--- src/rtl/muldiv_unit_if.sv ---
// muldiv_unit_if: request/response bundle between the ID/EX stage and the
// iterative multiply/divide unit. The master side issues operations and
// flushes; the slave side (the unit) reports busy/stall and returns results.
`timescale 1ns/1ps
interface muldiv_unit_if #(
  parameter int XLEN = 32,
  parameter int TAGW = 5
);
  logic            start_i;
  logic [2:0]      op_i;
  logic [XLEN-1:0] a_i;
  logic [XLEN-1:0] b_i;
  logic [TAGW-1:0] rd_i;
  logic            flush_i;
  logic            busy_o;
  logic            stall_o;
  logic            valid_o;
  logic [XLEN-1:0] result_o;
  logic [TAGW-1:0] rd_o;

  modport master (
    output start_i, op_i, a_i, b_i, rd_i, flush_i,
    input  busy_o, stall_o, valid_o, result_o, rd_o
  );

  modport slave (
    input  start_i, op_i, a_i, b_i, rd_i, flush_i,
    output busy_o, stall_o, valid_o, result_o, rd_o
  );
endinterface

--- src/rtl/muldiv_unit.sv ---
// muldiv_unit: iterative radix-2 RV32M/RV64M multiply/divide unit for the EX
// stage. Operands are converted to magnitudes on accept, XLEN shift-add or
// restoring shift-subtract iterations run in CALC, and FIX applies the sign
// correction and the divide-by-zero quotient before the one-cycle valid strobe.
// Configuration macro MULDIV_DIV_EN: when defined the divide datapath is built;
// when undefined, divide/remainder ops keep the same handshake and latency but
// return zero.
`timescale 1ns/1ps
module muldiv_unit #(
  parameter int XLEN = 32,
  parameter int TAGW = 5
) (
  input  logic         clk,
  input  logic         reset,
  muldiv_unit_if.slave bus
);

  localparam int CW = $clog2(XLEN);

  typedef enum logic [1:0] {
    S_IDLE,
    S_CALC,
    S_FIX,
    S_DONE
  } state_t;

  state_t state_q, state_d;

  logic            accept;
  logic            last_iter;
  logic            a_signed, b_signed;
  logic            neg_a_in, neg_b_in;
  logic [XLEN-1:0] a_mag, b_mag;

  logic [CW-1:0]   count_q;
  logic [2:0]      op_q;
  logic            neg_a_q, neg_b_q;
  logic [TAGW-1:0] rd_q;
  logic [TAGW-1:0] rd_out_q;
  logic [XLEN-1:0] opnd_q;
  logic [XLEN-1:0] result_q;

  // acc_q holds the 2*XLEN product (plus carry) while multiplying, or the
  // XLEN+1 bit partial remainder above the shifting dividend/quotient while
  // dividing; opnd_q is the multiplicand or the divisor respectively.
  logic [2*XLEN:0]   acc_q;
  logic [2*XLEN:0]   step_next;
  logic [2*XLEN:0]   mul_next;
  logic [XLEN:0]     add_sum;
  logic [2*XLEN-1:0] prod_mag, prod_fix;
  logic [XLEN-1:0]   mul_res;
  logic [XLEN-1:0]   fix_result;

`ifdef MULDIV_DIV_EN
  logic            b_zero_q;
  logic [XLEN:0]   shifted;
  logic [XLEN+1:0] diff;
  logic [2*XLEN:0] div_next;
  logic [XLEN-1:0] quot, rem, div_res;
`endif

  assign accept    = bus.start_i && !bus.flush_i &&
                     (state_q == S_IDLE || state_q == S_DONE);
  assign last_iter = (count_q == CW'(XLEN - 1));

  assign bus.busy_o   = (state_q == S_CALC) || (state_q == S_FIX);
  assign bus.stall_o  = bus.busy_o ||
                        (bus.start_i && (state_q == S_IDLE || state_q == S_DONE));
  assign bus.valid_o  = (state_q == S_DONE);
  assign bus.result_o = result_q;
  assign bus.rd_o     = rd_out_q;

  // Decode operand signedness from funct3 and form operand magnitudes.
  always_comb begin
    a_signed = (bus.op_i == 3'b001) || (bus.op_i == 3'b010) ||
               (bus.op_i == 3'b100) || (bus.op_i == 3'b110);
    b_signed = (bus.op_i == 3'b001) || (bus.op_i == 3'b100) ||
               (bus.op_i == 3'b110);
    neg_a_in = a_signed && bus.a_i[XLEN-1];
    neg_b_in = b_signed && bus.b_i[XLEN-1];
    a_mag    = neg_a_in ? -bus.a_i : bus.a_i;
    b_mag    = neg_b_in ? -bus.b_i : bus.b_i;
  end

  // One radix-2 iteration: conditional add then shift right for multiply,
  // trial subtract then shift left for divide.
  always_comb begin
    add_sum  = acc_q[2*XLEN:XLEN] + (acc_q[0] ? {1'b0, opnd_q} : '0);
    mul_next = {1'b0, add_sum, acc_q[XLEN-1:1]};
`ifdef MULDIV_DIV_EN
    shifted  = {acc_q[2*XLEN-1:XLEN], acc_q[XLEN-1]};
    diff     = {1'b0, shifted} - {2'b00, opnd_q};
    div_next = diff[XLEN+1] ? {shifted, acc_q[XLEN-2:0], 1'b0}
                            : {diff[XLEN:0], acc_q[XLEN-2:0], 1'b1};
    step_next = op_q[2] ? div_next : mul_next;
`else
    step_next = mul_next;
`endif
  end

  // Sign correction and result selection applied during FIX.
  always_comb begin
    prod_mag = acc_q[2*XLEN-1:0];
    prod_fix = (neg_a_q ^ neg_b_q) ? -prod_mag : prod_mag;
    mul_res  = (op_q[1:0] == 2'b00) ? prod_fix[XLEN-1:0] : prod_fix[2*XLEN-1:XLEN];
`ifdef MULDIV_DIV_EN
    quot    = acc_q[XLEN-1:0];
    rem     = acc_q[2*XLEN-1:XLEN];
    if (op_q[1]) begin
      div_res = neg_a_q ? -rem : rem;
    end else if (b_zero_q) begin
      div_res = '1;
    end else begin
      div_res = (neg_a_q ^ neg_b_q) ? -quot : quot;
    end
    fix_result = op_q[2] ? div_res : mul_res;
`else
    fix_result = op_q[2] ? '0 : mul_res;
`endif
  end

  // State register.
  always_ff @(posedge clk) begin
    if (reset) begin
      state_q <= S_IDLE;
    end else begin
      state_q <= state_d;
    end
  end

  // Next-state logic; flush always wins over a new request.
  always_comb begin
    state_d = state_q;
    unique case (state_q)
      S_IDLE: begin
        if (accept) state_d = S_CALC;
      end
      S_CALC: begin
        if (bus.flush_i) begin
          state_d = S_IDLE;
        end else if (last_iter) begin
          state_d = S_FIX;
        end
      end
      S_FIX: begin
        state_d = bus.flush_i ? S_IDLE : S_DONE;
      end
      S_DONE: begin
        state_d = accept ? S_CALC : S_IDLE;
      end
      default: begin
        state_d = S_IDLE;
      end
    endcase
  end

  // Operand capture on accept, iteration in CALC, result latch at the end of FIX.
  always_ff @(posedge clk) begin
    if (reset) begin
      count_q  <= '0;
      op_q     <= '0;
      neg_a_q  <= 1'b0;
      neg_b_q  <= 1'b0;
      rd_q     <= '0;
      opnd_q   <= '0;
      acc_q    <= '0;
      result_q <= '0;
      rd_out_q <= '0;
`ifdef MULDIV_DIV_EN
      b_zero_q <= 1'b0;
`endif
    end else begin
      if (accept) begin
        count_q <= '0;
        op_q    <= bus.op_i;
        neg_a_q <= neg_a_in;
        neg_b_q <= neg_b_in;
        rd_q    <= bus.rd_i;
        opnd_q  <= bus.op_i[2] ? b_mag : a_mag;
        acc_q   <= {{(XLEN + 1){1'b0}}, (bus.op_i[2] ? a_mag : b_mag)};
`ifdef MULDIV_DIV_EN
        b_zero_q <= (bus.b_i == '0);
`endif
      end else if (state_q == S_CALC) begin
        acc_q   <= step_next;
        count_q <= count_q + CW'(1);
      end
      if (state_q == S_FIX && !bus.flush_i) begin
        result_q <= fix_result;
        rd_out_q <= rd_q;
      end
    end
  end

endmodule

--- src/flat_wrapper.sv ---
// flat-port wrapper written by rule: the top's interface ports become plain ports
module muldiv_unit_flat 
#(
  parameter int XLEN = 32,
  parameter int TAGW = 5
)
  (clk, reset, bus_start_i, bus_op_i, bus_a_i, bus_b_i, bus_rd_i, bus_flush_i, bus_busy_o, bus_stall_o, bus_valid_o, bus_result_o, bus_rd_o);
  muldiv_unit_if #(.XLEN(XLEN), .TAGW(TAGW)) bus_i ();
  input  logic clk;
  input  logic reset;
  input wire logic [$bits(bus_i.start_i)-1:0] bus_start_i;
  input wire logic [$bits(bus_i.op_i)-1:0] bus_op_i;
  input wire logic [$bits(bus_i.a_i)-1:0] bus_a_i;
  input wire logic [$bits(bus_i.b_i)-1:0] bus_b_i;
  input wire logic [$bits(bus_i.rd_i)-1:0] bus_rd_i;
  input wire logic [$bits(bus_i.flush_i)-1:0] bus_flush_i;
  output wire logic [$bits(bus_i.busy_o)-1:0] bus_busy_o;
  output wire logic [$bits(bus_i.stall_o)-1:0] bus_stall_o;
  output wire logic [$bits(bus_i.valid_o)-1:0] bus_valid_o;
  output wire logic [$bits(bus_i.result_o)-1:0] bus_result_o;
  output wire logic [$bits(bus_i.rd_o)-1:0] bus_rd_o;
  assign bus_i.start_i = bus_start_i;
  assign bus_i.op_i = bus_op_i;
  assign bus_i.a_i = bus_a_i;
  assign bus_i.b_i = bus_b_i;
  assign bus_i.rd_i = bus_rd_i;
  assign bus_i.flush_i = bus_flush_i;
  assign bus_busy_o = bus_i.busy_o;
  assign bus_stall_o = bus_i.stall_o;
  assign bus_valid_o = bus_i.valid_o;
  assign bus_result_o = bus_i.result_o;
  assign bus_rd_o = bus_i.rd_o;
  muldiv_unit #(.XLEN(XLEN), .TAGW(TAGW)) u_core (.clk(clk), .reset(reset), .bus(bus_i));
endmodule
--- config.mk ---
export PLATFORM = sky130hd
export DESIGN_NAME = muldiv_unit_flat
export DESIGN_NICKNAME = d
export VERILOG_FILES = /design/src/rtl/muldiv_unit_if.sv /design/src/rtl/muldiv_unit.sv /design/src/flat_wrapper.sv
export SDC_FILE = /design/constraint.sdc
export NUM_CORES = 1
export LEC_CHECK = 0
export ABC_AREA = 1
export CORE_AREA = 2 2 173 175
export DETAILED_ROUTE_END_ITERATION = 8
export DIE_AREA = 0 0 175 177
export GPL_TIMING_DRIVEN = 0
export PLACE_DENSITY = 0.64
export REMOVE_ABC_BUFFERS = 1
export SLEW_MARGIN = 20
export SYNTH_ARGS = -nofsm -noshare
export SYNTH_HDL_FRONTEND = slang
export SYNTH_SLANG_ARGS = --single-unit
--- constraint.sdc ---
create_clock -name clk -period 6.47 [get_ports clk]
set_input_delay 1.294 -clock clk [delete_from_list [all_inputs] [get_ports clk]]
set_output_delay 1.294 -clock clk [all_outputs]
set_load 0.02 [all_outputs]
[After elaboration in Yosys (flattened, before gate mapping)]
Cells that the tools add are included.
Storage, ports and cells
  flip-flop bits (word level): 150
Operators by class
  $add $sub $neg: 5
  equality and inequality tests: 10
  muxes and demuxes: 16
  bitwise gates (word level): 1
  reductions and logical operators: 20
Operators with widths (count)
  two-way mux 32 bit: 9
  two-way mux 64 bit: 1
  negator 32 bit: 2
  negator 64 bit: 1
  adder 32 x 32 -> 33 bit: 1
  logical OR 1 bit: 8
  two-way mux 2 bit: 4
  case mux 2 bit (4 select lines): 1
  == test 3 bit (second input constant): 2
  logical AND 1 bit: 6
  adder 5 x 1 -> 5 bit (second input constant): 1
  == test 5 bit (second input constant): 1
  == test 2 bit (second input constant): 2
  zero test 2 bit: 2
  == test 3 x 1 -> 1 bit (second input constant): 1
  == test 3 x 2 -> 1 bit (second input constant): 1
  inequality test 3 x 2 -> 1 bit (second input constant): 1
  == test 2 x 1 -> 1 bit (second input constant): 1
  inequality test 2 x 1 -> 1 bit (second input constant): 1
  AND reduction 2 bit: 1
  nonzero test 2 bit: 1
  OR reduction 2 bit: 1
  zero test 1 bit: 1
  two-way mux 1 bit: 1
  XOR 1 bit: 1

[Depth between registers and ports, before layout]
  depth after elaboration: 8
  mapped depth: 20

[Worst setup path after synthesis]
No wires, ideal clock.
  path type: input -> output
  start point: input port bus_start_i
  end point: output port bus_stall_o
  arrival: 1631 ps
  required time: 5176 ps
  setup slack: 3545 ps
  stages: 1
  path buffers: 0
  path through: or2_2
On the way
  longest elaborated chain between the ends: 2
RTL lines
  start: declaration: line flat_wrapper.sv:11  | input wire logic [$bits(bus_i.start_i)-1:0] bus_start_i;
  logical AND 1 bit: line muldiv_unit.sv:68  | (bus.start_i && (state_q == S_IDLE || state_q == S_DONE));
  logical OR 1 bit: line muldiv_unit.sv:67  | assign bus.stall_o = bus.busy_o ||
  end: declaration: line flat_wrapper.sv:18  | output wire logic [$bits(bus_i.stall_o)-1:0] bus_stall_o;
Every way passes these cells.

[Worst setup path in the final report]
  start point: input port bus_flush_i
  end point: register u_core.result_q[21] (netlist: u_core.bus.result_o[21])
On the way
  longest elaborated chain between the ends: 2
RTL lines
  start: declaration: line flat_wrapper.sv:16  | input wire logic [$bits(bus_i.flush_i)-1:0] bus_flush_i;
  zero test 1 bit: line muldiv_unit.sv:188  | if (state_q == S_FIX && !bus.flush_i) begin
  logical AND 1 bit: line muldiv_unit.sv:188
  end signal: assignment: line muldiv_unit.sv:189  | result_q <= fix_result;
  end: declaration: line muldiv_unit.sv:41  | logic [XLEN-1:0] result_q;
Every way passes these cells.
A chain may end at the register's enable or synchronous reset.

==> reports/results.txt <==
The run finished with clean final reports. The minimum clock period is 4.42 ns, and the slew at the pin closest to its max-slew limit is 1.15 ns. Setup slack on the worst reg-to-reg path comes out at 2.77 ns. Once detail routing completed, the nets flagged for antenna violations numbered 0.

For the worst slew slack as a fraction of its limit, the log shows 0.231. The logs give 0 for the max-slew violation total from the final report and 13700 for the via count of the first global-routing pass. The die boundary height came out at 177 um. Total power per unit cell area: 347 nW/um2. The number of distinct library cell variants in the gate-level netlist after synthesis came out at 48.

The synthesized area divided by synthesized cell count is 5.67 um2. The number of flops mapped to enable cells by yosys came out at 0. During placement, the flow inserted port buffers numbering 115. Synthesis produced a netlist whose cell count is 2284. After clock tree synthesis, the clock-pin slew on the worst setup and hold paths is 0.07 ns. The worst hold margin was 0.451 ns; the latest clock arrival within the worst-skew pair was 0.44 ns. Entering global routing, the biggest net connects 82 pins. Across all setup checks in the final design, the least slack found is 2.05 ns. The share of flip-flops with an asynchronous set or reset after synthesis was 0; the via-per-instance ratio was 5.47. For the data required time at the worst endpoint, the log shows 6.84 ns. Utilization after layout: 0.512. The first global-routing pass estimated 75.4 mm of wire. In this run, synthesis produced a sequential element count of 150. Once placement finished, the instance area stood at 14400 um2. The die covers 31000 um2. The tools report the endpoint of the worst-slack reg-to-reg timing path as u_core.acc_q[1]$_SDFFE_PP0P_. The worst min-delay path startpoint was u_core.rd_q[2]$_SDFFE_PP0P_. The maximum achievable frequency was 226 MHz. Critical register-to-register path startpoint: u_core.state_q[0]$_SDFFE_PP0P_. The fraction of final layout cells sized beyond drive strength 1 was 0.0403. The sequential area share after synthesis came out at 0.232. The launching instance or port of the critical path was bus_flush_i. The type of the worst min-delay path is reg -> reg. In the layout the commonest cells are sky130_fd_sc_hd__nand2_1, sky130_fd_sc_hd__inv_1, sky130_fd_sc_hd__nor2_1.

Most common cell after layout, fill and taps aside: sky130_fd_sc_hd__nand2_1. Total power for the finished layout comes to 5.18 mW. Violation count after the first detailed-routing iteration: 1317. Library cell contributing the largest single delay on the critical path: sky130_fd_sc_hd__clkinv_1.

The part of the cycle the worst path needs is 0.683, and the starting density of the core is 0.443. The tools report the worst min-delay path endpoint as u_core.bus.rd_o[2]$_SDFFE_PP0P_. The Yosys step of the flow raised 0 warnings. The logs give 63 for the total number of placement rows and 4.79 ns for the arrival time of data at the critical path endpoint. For the initial antenna violation count, the log shows 0. Hold repair after CTS inserted 0 buffers. Final setup skew: 0.0112 ns. The per-cell routed wire length was 17.9 um. Setup violations remaining at the end of the flow were counted as 0. The final design instance area without fill was 15000 um2; the total wire length was 49.2 mm. For the maximum buffer depth of the clock tree, the log shows 2. Of all nets on the critical path, the largest fanout is 35. Including well taps, the total number of placed cells is 2714.

Leading register cell type out of synthesis: sky130_fd_sc_hd__dfxtp_1. The first-pass iteration count of the detailed router came out at 6. The mapped netlist covers 12900 um2. The post-route non-filler standard cell count is 2746.

The signal on the critical path passes through clkdlybuf4s50_1, inv_1, nand2_2, nor2_2, clkinv_1, a31oi_1, nand2_1, a21oi_1. Overall global routing resource usage: 0.316. TritonCTS built the clock tree. Compared with the post-synthesis result, the final layout area differs by 15.6%. The I/O pin total came out at 116. The type of destination of the critical path was a flip-flop. STA classifies the critical path startpoint as an input port.

The total overflow reported by the global router was 0; the number of violations of the max-capacitance limit was 0. The number of cells on the worst reg-to-reg path was 10; the setup slack after placement was 1.61 ns. For the worst voltage drop across the vdd grid, the log shows 0.000177 V. The clock drives 150 sinks. The number of hold-slack violations in the final timing report was 0; the area of the placeable core was 29200 um2. 0 antenna diodes ended up in the layout. After detailed routing, the number of remaining DRC violations is 0. The run gives 7.10 nW as the leakage power summed over all cells. At the end of routability-driven placement, the weighted congestion stood at 0.997.

Summing over every cut layer, the via total after detailed routing is 15000. On the worst path, the slowest cell contributes a delay of 0.79 ns. After clock tree synthesis, the repair step resized 0 gates. Setup repair after global routing left no endpoint under its margin.

The tools report the setup TNS as 0 ns. Buffers added to address setup during post-CTS repair amount to 0. The tree is rooted in a sky130_fd_sc_hd__clkbuf_16. The critical path is of the in -> reg type. The number of levels in the clock H-tree is 4, and the count of cells along the worst hold path is 2.

The total CTS buffers is 17, and the total half-perimeter wirelength after legalization and detailed placement is 39.1 mm. Measured along the x axis, the die boundary spans 175 um. The net count of the finished layout is 2462.
==> report_power, final <==
group	internal [mW]	switching, mW
clock	0.552	0.471
sequential	1.14	0.399
combinational	0.860	1.76
total	2.55	2.63
==> critical path: cells and delay by family <==
kind / cells / cell delay [ns]
buf+inv: 3 / 1.32
simple gates: 3 / 1.29
compound gates: 2 / 0.82
==> cell type report <==
| cell class | count | area [um2] |
|---|---|---|
| repair buffers | 122 | 1280 |
| clock buffers | 18 | 439 |
| flip-flops and latches | 150 | 3000 |
| clock inverters | 14 | 141 |
| multi-input cells | 1763 | 8520 |
| well taps | 390 | 488 |
| inverters | 289 | 1090 |
| fillers | 3208 | 14300 |
==> flip-flops by register name (all words and copies together) (netlist names) <==
name	count
u_core.bus.result_o	32
u_core.bus.rd_o	5
u_core.acc_q	64
u_core.state_q	2
u_core.opnd_q	32
u_core.op_q	3
u_core.neg_a_q	1
u_core.rd_q	5
u_core.count_q	5
u_core.neg_b_q	1
==> logic make-up (layout without fill, tap and decap cells) <==
family / after synthesis / after routing / share of synthesized area
flops: 150 / 150 / 0.232
simple gates: 1300 / 1300 / 0.426
fa+ha+maj: 43 / 43 / 0.0421
compound gates: 370 / 370 / 0.154
buf+inv: 371 / 443 / 0.112
xor+xnor: 50 / 50 / 0.0338
==> cell usage after synthesis, types with 3 or more instances <==
cell type	count	area share
sky130_fd_sc_hd__nand2_1	664	0.19
sky130_fd_sc_hd__inv_1	280	0.081
sky130_fd_sc_hd__nor2_1	273	0.079
sky130_fd_sc_hd__nand3_1	252	0.097
sky130_fd_sc_hd__o21ai_0	159	0.061
sky130_fd_sc_hd__dfxtp_1	150	0.23
sky130_fd_sc_hd__a21oi_1	146	0.056
sky130_fd_sc_hd__clkbuf_1	46	0.013
sky130_fd_sc_hd__ha_1	42	0.041
sky130_fd_sc_hd__xor2_1	41	0.028
sky130_fd_sc_hd__nand4_1	32	0.015
sky130_fd_sc_hd__a31oi_1	25	0.012
sky130_fd_sc_hd__buf_2	25	0.0097
sky130_fd_sc_hd__nor3_1	25	0.0097
sky130_fd_sc_hd__nand3b_1	14	0.0081
sky130_fd_sc_hd__nand2_2	11	0.0053
sky130_fd_sc_hd__xnor2_1	9	0.0061
sky130_fd_sc_hd__buf_1	7	0.0020
sky130_fd_sc_hd__o21ai_2	7	0.0047
sky130_fd_sc_hd__inv_2	6	0.0017
sky130_fd_sc_hd__nor2_2	6	0.0029
sky130_fd_sc_hd__o21bai_1	6	0.0035
sky130_fd_sc_hd__a21o_1	5	0.0029
sky130_fd_sc_hd__a22oi_1	4	0.0023
sky130_fd_sc_hd__nor2_4	4	0.0035
sky130_fd_sc_hd__o211ai_1	4	0.0023
sky130_fd_sc_hd__or2_2	4	0.0019
sky130_fd_sc_hd__and2_1	3	0.0015
sky130_fd_sc_hd__buf_6	3	0.0026
sky130_fd_sc_hd__nor4_1	3	0.0015
sky130_fd_sc_hd__o22ai_1	3	0.0015
==> how the worst max path moves through the flow <==
stage	cells past startpoint	end
detailed placement	8	u_core.bus.result_o[21]$_SDFFE_PP0P_
CTS	8	u_core.bus.result_o[21]$_SDFFE_PP0P_
global route	8	u_core.bus.result_o[21]$_SDFFE_PP0P_
global placement	9	u_core.acc_q[0]$_SDFFE_PP0P_
floorplan	7	u_core.opnd_q[11]$_SDFFE_PP0P_
finish	8	u_core.bus.result_o[21]$_SDFFE_PP0P_
==> per-layer routing <==
metal,share of wire,GRT usage
met2,0.45,0.528
met3,0.066,0.0425
met4,0.033,0.117
met1,0.45,0.416
met5,0,0
(Power assumes the default switching activity.)
